$ cat config.mk
export PLATFORM = sky130hd
export DESIGN_NAME = vend_sequencer
export DESIGN_NICKNAME = d
export VERILOG_FILES = /design/src/rtl/vend_sequencer.sv
export SDC_FILE = /design/constraint.sdc
export NUM_CORES = 1
export LEC_CHECK = 0
export CAP_MARGIN = 15
export CORE_MARGIN = 5
export CORE_UTILIZATION = 40
export DETAILED_ROUTE_END_ITERATION = 12
export PLACE_DENSITY = 0.63
export SLEW_MARGIN = 20
export SYNTH_ARGS = -nofsm -noshare
export SYNTH_HDL_FRONTEND = slang
export SYNTH_SLANG_ARGS = --single-unit
$ cat constraint.sdc
create_clock -name CLK -period 3.6 [get_ports CLK]
set_input_delay 0.54 -clock CLK [delete_from_list [all_inputs] [get_ports CLK]]
set_output_delay 0.54 -clock CLK [all_outputs]
set_load 0.03 [all_outputs]
$ cat src/rtl/vend_sequencer.sv
// -----------------------------------------------------------------------------
// vend_sequencer
// Sequencing controller for the vending-machine datapath. It synchronizes and
// edge-detects the coin inputs, accumulates credit in nickels, takes item
// selections and cancel from the keypad, checks credit against the external
// price ROM, and runs the vend, change-return and error phases.
//
// Ports:
//   CLK          system clock (1 kHz divided clock)
//   RESET        asynchronous, active-high reset
//   coin_in      raw coin levels {Nickel, Dime, Quarter, Dollar}, async to CLK
//   key          keypad code, valid while key_ready is high
//   key_ready    one-cycle strobe per keypress
//   price        price of item_sel in nickels from the price ROM (0 = invalid)
//   item_sel     latched item number (price ROM address)
//   credit       current credit in nickels
//   vend         dispense command
//   change_out   one-cycle pulse per nickel returned
//   err          insufficient credit / invalid item indication
//   coin_reject  one-cycle pulse when coins are refused
//   busy         high whenever the sequencer is not idle
// -----------------------------------------------------------------------------
module vend_sequencer #(
  parameter int CREDIT_W      = 6,
  parameter int MAX_CREDIT    = 60,
  parameter int VEND_CYCLES   = 1000,
  parameter int CHANGE_CYCLES = 200,
  parameter int ERR_CYCLES    = 500
) (
  input  logic                CLK,
  input  logic                RESET,
  input  logic [3:0]          coin_in,
  input  logic [3:0]          key,
  input  logic                key_ready,
  input  logic [CREDIT_W-1:0] price,
  output logic [3:0]          item_sel,
  output logic [CREDIT_W-1:0] credit,
  output logic                vend,
  output logic                change_out,
  output logic                err,
  output logic                coin_reject,
  output logic                busy
);

  localparam logic [2:0] ST_IDLE   = 3'd0;
  localparam logic [2:0] ST_CHECK  = 3'd1;
  localparam logic [2:0] ST_VEND   = 3'd2;
  localparam logic [2:0] ST_CHANGE = 3'd3;
  localparam logic [2:0] ST_ERROR  = 3'd4;

  // One shared phase counter; it must reach the longest phase length minus one.
  localparam int CNT_MAX = (VEND_CYCLES > CHANGE_CYCLES) ?
                           ((VEND_CYCLES > ERR_CYCLES) ? VEND_CYCLES : ERR_CYCLES) :
                           ((CHANGE_CYCLES > ERR_CYCLES) ? CHANGE_CYCLES : ERR_CYCLES);
  localparam int CNT_W = (CNT_MAX > 2) ? $clog2(CNT_MAX) : 1;

  localparam logic [CNT_W-1:0]  VEND_LAST = CNT_W'(VEND_CYCLES - 1);
  localparam logic [CNT_W-1:0]  CHG_LAST  = CNT_W'(CHANGE_CYCLES - 1);
  localparam logic [CNT_W-1:0]  ERR_LAST  = CNT_W'(ERR_CYCLES - 1);
  localparam logic [CREDIT_W:0] MAX_W     = (CREDIT_W+1)'(MAX_CREDIT);

  // Sum of coin weights (nickels) for the coins whose rising edge was seen.
  function automatic logic [CREDIT_W:0] coin_value(input logic [3:0] rise);
    logic [CREDIT_W:0] v;
    v = {(CREDIT_W+1){1'b0}};
    if (rise[3]) v = v + (CREDIT_W+1)'(5'd1);
    if (rise[2]) v = v + (CREDIT_W+1)'(5'd2);
    if (rise[1]) v = v + (CREDIT_W+1)'(5'd5);
    if (rise[0]) v = v + (CREDIT_W+1)'(5'd20);
    return v;
  endfunction

  logic [3:0]          sync1_r, sync2_r, hist_r;
  logic [2:0]          state_r, state_s;
  logic [CNT_W-1:0]    cnt_r, cnt_s;
  logic [CREDIT_W-1:0] credit_r, credit_s;
  logic [3:0]          item_sel_r, item_sel_s;
  logic                vend_r, change_r, err_r, reject_r, busy_r, reject_s;
  logic [CREDIT_W:0]   coin_sum_s, credit_add_s;

  assign coin_sum_s   = coin_value(sync2_r & ~hist_r);
  assign credit_add_s = {1'b0, credit_r} + coin_sum_s;

  // Next-state, credit and counter logic.
  always_comb begin
    state_s    = state_r;
    cnt_s      = cnt_r;
    credit_s   = credit_r;
    item_sel_s = item_sel_r;
    // Coins outside IDLE are always refused; IDLE decides below.
    reject_s   = (coin_sum_s != {(CREDIT_W+1){1'b0}});
    case (state_r)
      ST_IDLE: begin
        cnt_s = {CNT_W{1'b0}};
        // Coin credit is applied first so a same-cycle cancel sees it.
        if (coin_sum_s == {(CREDIT_W+1){1'b0}}) begin
          reject_s = 1'b0;
        end else if (credit_add_s > MAX_W) begin
          reject_s = 1'b1;
        end else begin
          reject_s = 1'b0;
          credit_s = credit_add_s[CREDIT_W-1:0];
        end
        if (key_ready) begin
          if (key <= 4'd9) begin
            item_sel_s = key;
            state_s    = ST_CHECK;
          end else if (key == 4'hA) begin
            state_s = (credit_s != {CREDIT_W{1'b0}}) ? ST_CHANGE : ST_IDLE;
          end else begin
            state_s = ST_IDLE;
          end
        end else begin
          state_s = ST_IDLE;
        end
      end
      ST_CHECK: begin
        cnt_s = {CNT_W{1'b0}};
        if (price == {CREDIT_W{1'b0}}) begin
          state_s = ST_ERROR;
        end else if (credit_r >= price) begin
          credit_s = credit_r - price;
          state_s  = ST_VEND;
        end else begin
          state_s = ST_ERROR;
        end
      end
      ST_VEND: begin
        if (cnt_r == VEND_LAST) begin
          cnt_s   = {CNT_W{1'b0}};
          state_s = (credit_r != {CREDIT_W{1'b0}}) ? ST_CHANGE : ST_IDLE;
        end else begin
          cnt_s = cnt_r + CNT_W'(1'b1);
        end
      end
      ST_CHANGE: begin
        if (credit_r == {CREDIT_W{1'b0}}) begin
          cnt_s   = {CNT_W{1'b0}};
          state_s = ST_IDLE;
        end else if (cnt_r == CHG_LAST) begin
          // Return one nickel; leave as soon as the last one goes out.
          cnt_s    = {CNT_W{1'b0}};
          credit_s = credit_r - CREDIT_W'(1'b1);
          state_s  = (credit_s == {CREDIT_W{1'b0}}) ? ST_IDLE : ST_CHANGE;
        end else begin
          cnt_s = cnt_r + CNT_W'(1'b1);
        end
      end
      ST_ERROR: begin
        if (cnt_r == ERR_LAST) begin
          cnt_s   = {CNT_W{1'b0}};
          state_s = ST_IDLE;
        end else begin
          cnt_s = cnt_r + CNT_W'(1'b1);
        end
      end
      default: begin
        cnt_s   = {CNT_W{1'b0}};
        state_s = ST_IDLE;
      end
    endcase
  end

  // State, synchronizer and registered outputs (decoded from next state).
  always_ff @(posedge CLK or posedge RESET) begin
    if (RESET) begin
      sync1_r    <= 4'd0;
      sync2_r    <= 4'd0;
      hist_r     <= 4'd0;
      state_r    <= ST_IDLE;
      cnt_r      <= {CNT_W{1'b0}};
      credit_r   <= {CREDIT_W{1'b0}};
      item_sel_r <= 4'd0;
      vend_r     <= 1'b0;
      change_r   <= 1'b0;
      err_r      <= 1'b0;
      reject_r   <= 1'b0;
      busy_r     <= 1'b0;
    end else begin
      sync1_r    <= coin_in;
      sync2_r    <= sync1_r;
      hist_r     <= sync2_r;
      state_r    <= state_s;
      cnt_r      <= cnt_s;
      credit_r   <= credit_s;
      item_sel_r <= item_sel_s;
      vend_r     <= (state_s == ST_VEND);
      change_r   <= (state_s == ST_CHANGE) && (cnt_s == CHG_LAST);
      err_r      <= (state_s == ST_ERROR);
      reject_r   <= reject_s;
      busy_r     <= (state_s != ST_IDLE);
    end
  end

  assign item_sel    = item_sel_r;
  assign credit      = credit_r;
  assign vend        = vend_r;
  assign change_out  = change_r;
  assign err         = err_r;
  assign coin_reject = reject_r;
  assign busy        = busy_r;

endmodule

==> reports/qor.yml, run 1 <==
timing:
  hold_viol: 0
  worst_slack_ns: 0.262
  skew_ns: 0.0120
  maxSlewHeadroom_pct: 34.0
  rsz0062_at_grt: "false"
  setup_viol: 0
  min_period_ns: 3.34
  period_share_pct: 92.7
  fmax_mhz: 300
  tns_ns: 0
  tightest_slew_ns: 0.966
  drv_slew: 0
grt:
  gr-total-overflow: 0
  antenna_found_initial: 0
  grt_usage_pct: 14.2
  grt_pass1_vias: 2058
  grt_pass1_wl_um: 9880
  grt_max_degree: 41
setup_path:
  cp_num_buf_inv: 0
  crit_type: "reg -> reg"
  path_cells: "nor2b_1, ha_1, mux2_2, fa_1, nand3_1, a31oi_1, or3_1, nor4_1, o221ai_1, a21oi_2, nand3b_1"
  crit_fanout: 4
  slowest_stage: "fa_1"
  worstPathRequired_ns: 3.79
  arrival_ns: 3.53
  cp-end-kind: "flip-flop"
  startpoint_type: "flip-flop"
  max_stage_delay_ns: 0.47
  path_delay_family: "simple AND/OR/NAND/NOR gates"
finish:
  fill_cells: 613
  syn_to_final_growth_pct: 20.1
  nets: 357
  drive_gt1_share_pct: 7.17
  final_area_mm2: 0.00316
  n_antenna_cell: 0
power_and_ir_drop:
  peakVddDrop_mv: 0.185
  power_frac_comb_pct: 21.5
  p_seq_share_pct: 43.4
  cellLeakagePower_nw: 1.32
  p_int_w: 0.000770
  p_clk_share_pct: 35.2
  power.density_mw_per_mm2: 345
  p_switching_w: 0.000319
  p_sw_share_pct: 29.3
yosys:
  synth.most_common_cell: "dfrtp_1"
  synth_flop_cell: "dfrtp_1"
  synth_cell_types: 56
  synth.top_cells.by_count: "dfrtp_1 (40), nor2_1 (36), nand2_1 (21)"
  netlist_area_mm2: 0.00263
  yosysTopAreaCellShare_pct: 38.1
  synth_warnings: 0
  ys_seq_area_share_pct: 38.1
  synthCells: 285
  synth_edf_count: 0
  syn_area_per_cell_um2: 9.22
  syn-num-nets: 322
  synth-seq-cells: 40
  synthArstFlopShare_pct: 100
  synth_area_leaders: "dfrtp_1 (38%), ha_1 (8.6%), nor2_1 (5.1%)"
  synth.largest_area_cell: "dfrtp_1"
clock_network:
  numCtsBuffers: 5
  cts_htree_levels: 2
  clk_path_buf_depth: 2
  clkSinkCount: 40
  cts_tree: "done"
  clk_latency_ns: 0.30
  cts-root-buf: "clkbuf_8"
  clk_pin_slew_ns: 0.09
  cts_post_setup_buffers_inserted: 0
placed_design:
  pre_cts_slack_ns: 0.137
  postPlaceCellArea_mm2: 0.00303
  place_congestion: 0.821
  post-dp-hpwl_um: 4540
  port_buffers: 31
floorplanning:
  die_w_um: 91.1
  initial_core_util_pct: 41.2
  core_area_mm2: 0.00639
  die-height_um: 91.1
  ios: 32
  placement_rows: 29
  die_area_mm2: 0.00829
route:
  postRouteAntennaNets: 0
  first_pass_iters: 4
  wl_per_cell_um: 14.9
  drc: 0
  routed_wl_um: 5940
  vias: 2168
  via_per_inst: 5.45
  drt-initial-drc-count: 77
worst_hold_path:
  hold_path.class: "reg -> reg"
flow_run:
  max_cap_violations: 0
status:
  status: "complete, no violations"
-- cells in the final DEF (no fill, tap or decap), types with 6 or more instances in the layout --
master	netlist	layout
dfrtp_1	40	40
nor2_1	36	36
clkdlybuf4s50_1	0	31
nand2_1	21	21
ha_1	18	18
inv_1	14	14
nand3_1	13	13
xor2_1	12	12
o21ai_0	10	10
a21oi_1	10	9
xnor2_1	8	8
nor3_1	8	8
nor2b_1	6	6
o22ai_1	6	6
-- worst paths after layout --
kind | from | to | slack, ns | cells past startpoint
min | sync1_r[3]$_DFF_PP0_ | sync2_r[3]$_DFF_PP0_ | 0.35 | 0
min reg2reg | sync1_r[3]$_DFF_PP0_ | sync2_r[3]$_DFF_PP0_ | 0.35 | 0
max in group asynchronous | RESET | cnt_r[1]$_DFF_PP0_ | 2.60 | 3
max reg2reg | sync2_r[3]$_DFF_PP0_ | busy$_DFF_PP0_ | 0.26 | 11
min in group asynchronous | RESET | change_out$_DFF_PP0_ | 0.65 | 3
max | sync2_r[3]$_DFF_PP0_ | busy$_DFF_PP0_ | 0.26 | 11
-- worst register-to-register path, stage by stage, from the launching register on --
cell,delay (ns)
dfrtp_1,0.35
nor2b_1,0.23
ha_1,0.27
mux2_2,0.31
fa_1,0.48
nand3_1,0.19
a31oi_1,0.17
or3_1,0.42
nor4_1,0.30
o221ai_1,0.22
a21oi_2,0.22
nand3b_1,0.09
-- area by class of cell --
class / instances / area, µm² / area share (%)
Multi-Input combinational cell: 223 / 1550 / 49.0
Sequential cell: 40 / 1000 / 31.7
Timing Repair Buffer: 35 / 340 / 10.8
Tap cell: 77 / 96.3 / 3.05
Clock buffer: 5 / 68.8 / 2.18
Inverter: 15 / 56.3 / 1.78
Clock inverter: 3 / 46.3 / 1.47
-- registers in the layout (all words and copies together), names as in the netlist --
| name | flops |
|---|---|
| cnt_r | 10 |
| credit | 6 |
| hist_r | 4 |
| item_sel | 4 |
| sync1_r | 4 |
| sync2_r | 4 |
| state_r | 3 |
| busy | 1 |
| change_out | 1 |
| coin_reject | 1 |
| err | 1 |
| vend | 1 |
-- repair_timing --
| item | 4_1_cts | 5_1_grt |
|---|---|---|
| endpoints found under the setup margin | 0 | 8 |
| gates resized for setup | 0 | 4 |
| hold buffers | 0 | 0 |
-- per-stage QoR --
step           power, W  std cells  hold slack [ns]  util, %
2_1_floorplan  0.000635        285            0.331        -
3_3_place_gp   0.000709        390            0.333     47.4
3_5_place_dp   0.000710        390            0.335     47.4
4_1_cts         0.00110        398            0.355     49.2
5_1_grt         0.00115        398            0.363     49.5
6_report        0.00109        398            0.352     49.5
-- cells by family (layout without fill, tap and decap cells) --
group	Yosys count	in the layout	share of synthesized area [%]
DFF	40	40	38.1
buffers and inverters	22	58	3.62
xor gates and xnor gates	20	20	6.66
and+or+nand+nor	109	109	21.0
AOI/OAI and AO/OA	67	67	17.9
other	1	1	0.143
adders and majority gates	20	20	10.1
muxes	6	6	2.47
-- power groups by stage --
stage / Clock [W] / Combinational, W / Sequential, W
floorplan: 0 / 0.000146 / 0.000489
global placement: 0 / 0.000227 / 0.000482
detailed placement: 0 / 0.000228 / 0.000482
CTS: 0.000393 / 0.000230 / 0.000473
global route: 0.000414 / 0.000259 / 0.000475
finish: 0.000383 / 0.000234 / 0.000472
-- layer usage --
layer  vias to the layer above  global-route usage [%]  share of wire, %
met1                      1023                    19.6                49
met5                         -                       0                 0
met4                         0                    3.79               1.4
met3                         7                    2.89               4.3
li1                       1099                       -                 -
met2                        39                    22.8                45
Power figures use the tool's default switching activity.
==> inputs of run 2 (changes only) <==
- CTS_BUF_LIST: not set -> sky130_fd_sc_hd__clkbuf_8
==> results of run 2 <==
Final layout, timing and power as in run 1 (identical DEF).
==> inputs of run 3 (changes only) <==
- CORE_UTILIZATION: 40 -> 57
- PLACE_DENSITY: 0.63 -> 0.83
- SETUP_SLACK_MARGIN: not set -> 0.5
==> reports/qor.yml, run 3 (synthesized netlist as in run 1, its figures left out) <==
clock_network:
  numCtsBuffers: 5
  cts-root-buf: "clkbuf_8"
  clkSinkCount: 40
  clk_path_buf_depth: 2
  holdBufCountCts: 0
  cts_htree_levels: 2
  clk_pin_slew_ns: 0.08
  clk_latency_ns: 0.29
  cts_tree: "done"
timing:
  maxSlewHeadroom_pct: 41.8
  drv_slew: 0
  period_share_pct: 85.2
  hold_viol: 0
  tns_ns: 0
  skew_ns: 0.00746
  fmax_mhz: 326
  min_period_ns: 3.07
  tightest_slew_ns: 0.873
  worst_slack_ns: 0.533
  rsz0062_at_grt: "true"
  setup_viol: 0
finish:
  drive_gt1_share_pct: 13.3
  stdcell_count: 376
  syn_to_final_growth_pct: 24.0
  final_cell_mix: "dfrtp_1 (40), nor2_1 (36), clkdlybuf4s50_1 (31)"
  n_antenna_cell: 0
  multiInputGateArea_mm2: 0.00166
  fill_cells: 315
  final_util_pct: 73.9
  mostFrequentLayoutCell: "dfrtp_1"
  seq_area_mm2: 0.00100
  largest_register_ffs: 10
  top_register: "cnt_r"
  nets: 360
power_and_ir_drop:
  p_switching_w: 0.000328
  p_sw_share_pct: 29.5
  power_frac_comb_pct: 24.8
  power.density_mw_per_mm2: 341
  peakVddDrop_mv: 0.238
  p_clk_share_pct: 32.5
  p_seq_share_pct: 42.7
  p_int_w: 0.000785
  cellLeakagePower_nw: 1.37
  fin_total_pwr_w: 0.00111
route:
  first_pass_iters: 4
  vias: 2298
  via_per_inst: 6.11
  wl_per_cell_um: 16.9
  drt-initial-drc-count: 201
  drc: 0
  postRouteAntennaNets: 0
  routed_wl_um: 6350
floorplanning:
  die-height_um: 77.9
  die_area_mm2: 0.00607
  initial_core_util_pct: 59.6
  ios: 32
  core_area_mm2: 0.00441
  die_w_um: 77.9
  placement_rows: 24
setup_path:
  reg2reg_setup_slack_ns: 0.53
  arrival_ns: 3.25
  worstPathRequired_ns: 3.78
  crit_type: "reg -> reg"
  crit_fanout: 3
  startpoint_type: "flip-flop"
  cp-end-kind: "flip-flop"
flow_run:
  max_cap_violations: 0
placed_design:
  port_buffers: 31
  post-dp-hpwl_um: 4570
  pre_cts_slack_ns: 0.140
  dp.cells: 365
  place_congestion: 0.867
status:
  status: "complete, no violations"
grt:
  grt_usage_pct: 20.5
  grt_max_degree: 25
  antenna_found_initial: 0
  grt_pass1_vias: 2207
  gr-total-overflow: 0
  grt_pass1_wl_um: 10100
worst_hold_path:
  hold_path.class: "reg -> reg"
-- run 3: cell count changes in the layout (fill, tap and decap cells not counted), moves of 2 or more --
| cell | before | now |
|---|---|---|
| ha_2 | 0 | 2 |
| ha_1 | 18 | 15 |
| o21ai_0 | 10 | 8 |
| nor2b_4 | 0 | 2 |
| o21ai_2 | 0 | 2 |
| xnor2_2 | 0 | 2 |
| nor2b_1 | 6 | 4 |
| buf_4 | 4 | 7 |
| xnor2_1 | 8 | 6 |
-- run 3: layout make-up --
cell class | instances | share of cell area [%]
Sequential cell | 40 | 30.7
Timing Repair Buffer | 38 | 11.1
Multi-Input combinational cell | 223 | 51.0
Tap cell | 52 | 2.00
Clock inverter | 3 | 1.30
Inverter | 15 | 1.73
Clock buffer | 5 | 2.11
-- run 3: path summary, 6_finish.rpt --
check / start / depth (start not counted) / to
worst max-delay path: hist_r[3]$_DFF_PP0_ / 11 / busy$_DFF_PP0_
worst min-delay path: sync1_r[2]$_DFF_PP0_ / 0 / sync2_r[2]$_DFF_PP0_
worst max register to register: hist_r[3]$_DFF_PP0_ / 11 / busy$_DFF_PP0_
worst min register to register: sync1_r[2]$_DFF_PP0_ / 0 / sync2_r[2]$_DFF_PP0_
max in group asynchronous: RESET / 3 / credit[5]$_DFFE_PP0P_
min in group asynchronous: RESET / 2 / cnt_r[3]$_DFF_PP0_
-- run 3: worst max-delay path, cell delays in order, from the launching register on --
cell      delay, ns
dfrtp_1        0.40
nor2b_4        0.16
ha_4           0.21
mux2_4         0.28
fa_2           0.57
o21ai_2        0.07
nor4b_2        0.34
nor2_1         0.12
a211oi_2       0.31
o221ai_2       0.17
a21oi_2        0.22
nand3b_1       0.10
-- run 3: layer usage --
metal  track usage [%]  vias to the layer above  share of wire [%]  routed length, µm
li1                  -                     1106                  -                  -
met1              26.9                     1097                 45               2840
met2              34.0                       81                 48               3080
met3              3.59                       14                5.1                322
met4              7.26                        0                1.6                103
met5                 0                        -                  0                  0
-- run 3: metrics by stage --
step           area, µm²  hold WS (ns)
6_report            3260         0.344
5_1_grt             3260         0.371
4_1_cts             3150         0.348
3_5_place_dp        3000         0.336
3_3_place_gp        3000         0.334
2_1_floorplan       2630         0.331
-- run 3: timing repair --
item                       4_1_cts  5_1_grt
setup endpoints to repair        9        9
buffers inserted                 0        3
gates resized for setup         10       18
pin swaps                        3       13
gates cloned                     0        0
-- run 3: power groups by stage --
stage	Clock, W	Sequential [W]	Combinational, W
global route	0.000395	0.000477	0.000296
CTS	0.000371	0.000474	0.000238
global placement	0	0.000482	0.000217
finish	0.000362	0.000475	0.000275
detailed placement	0	0.000483	0.000227
floorplan	0	0.000489	0.000146
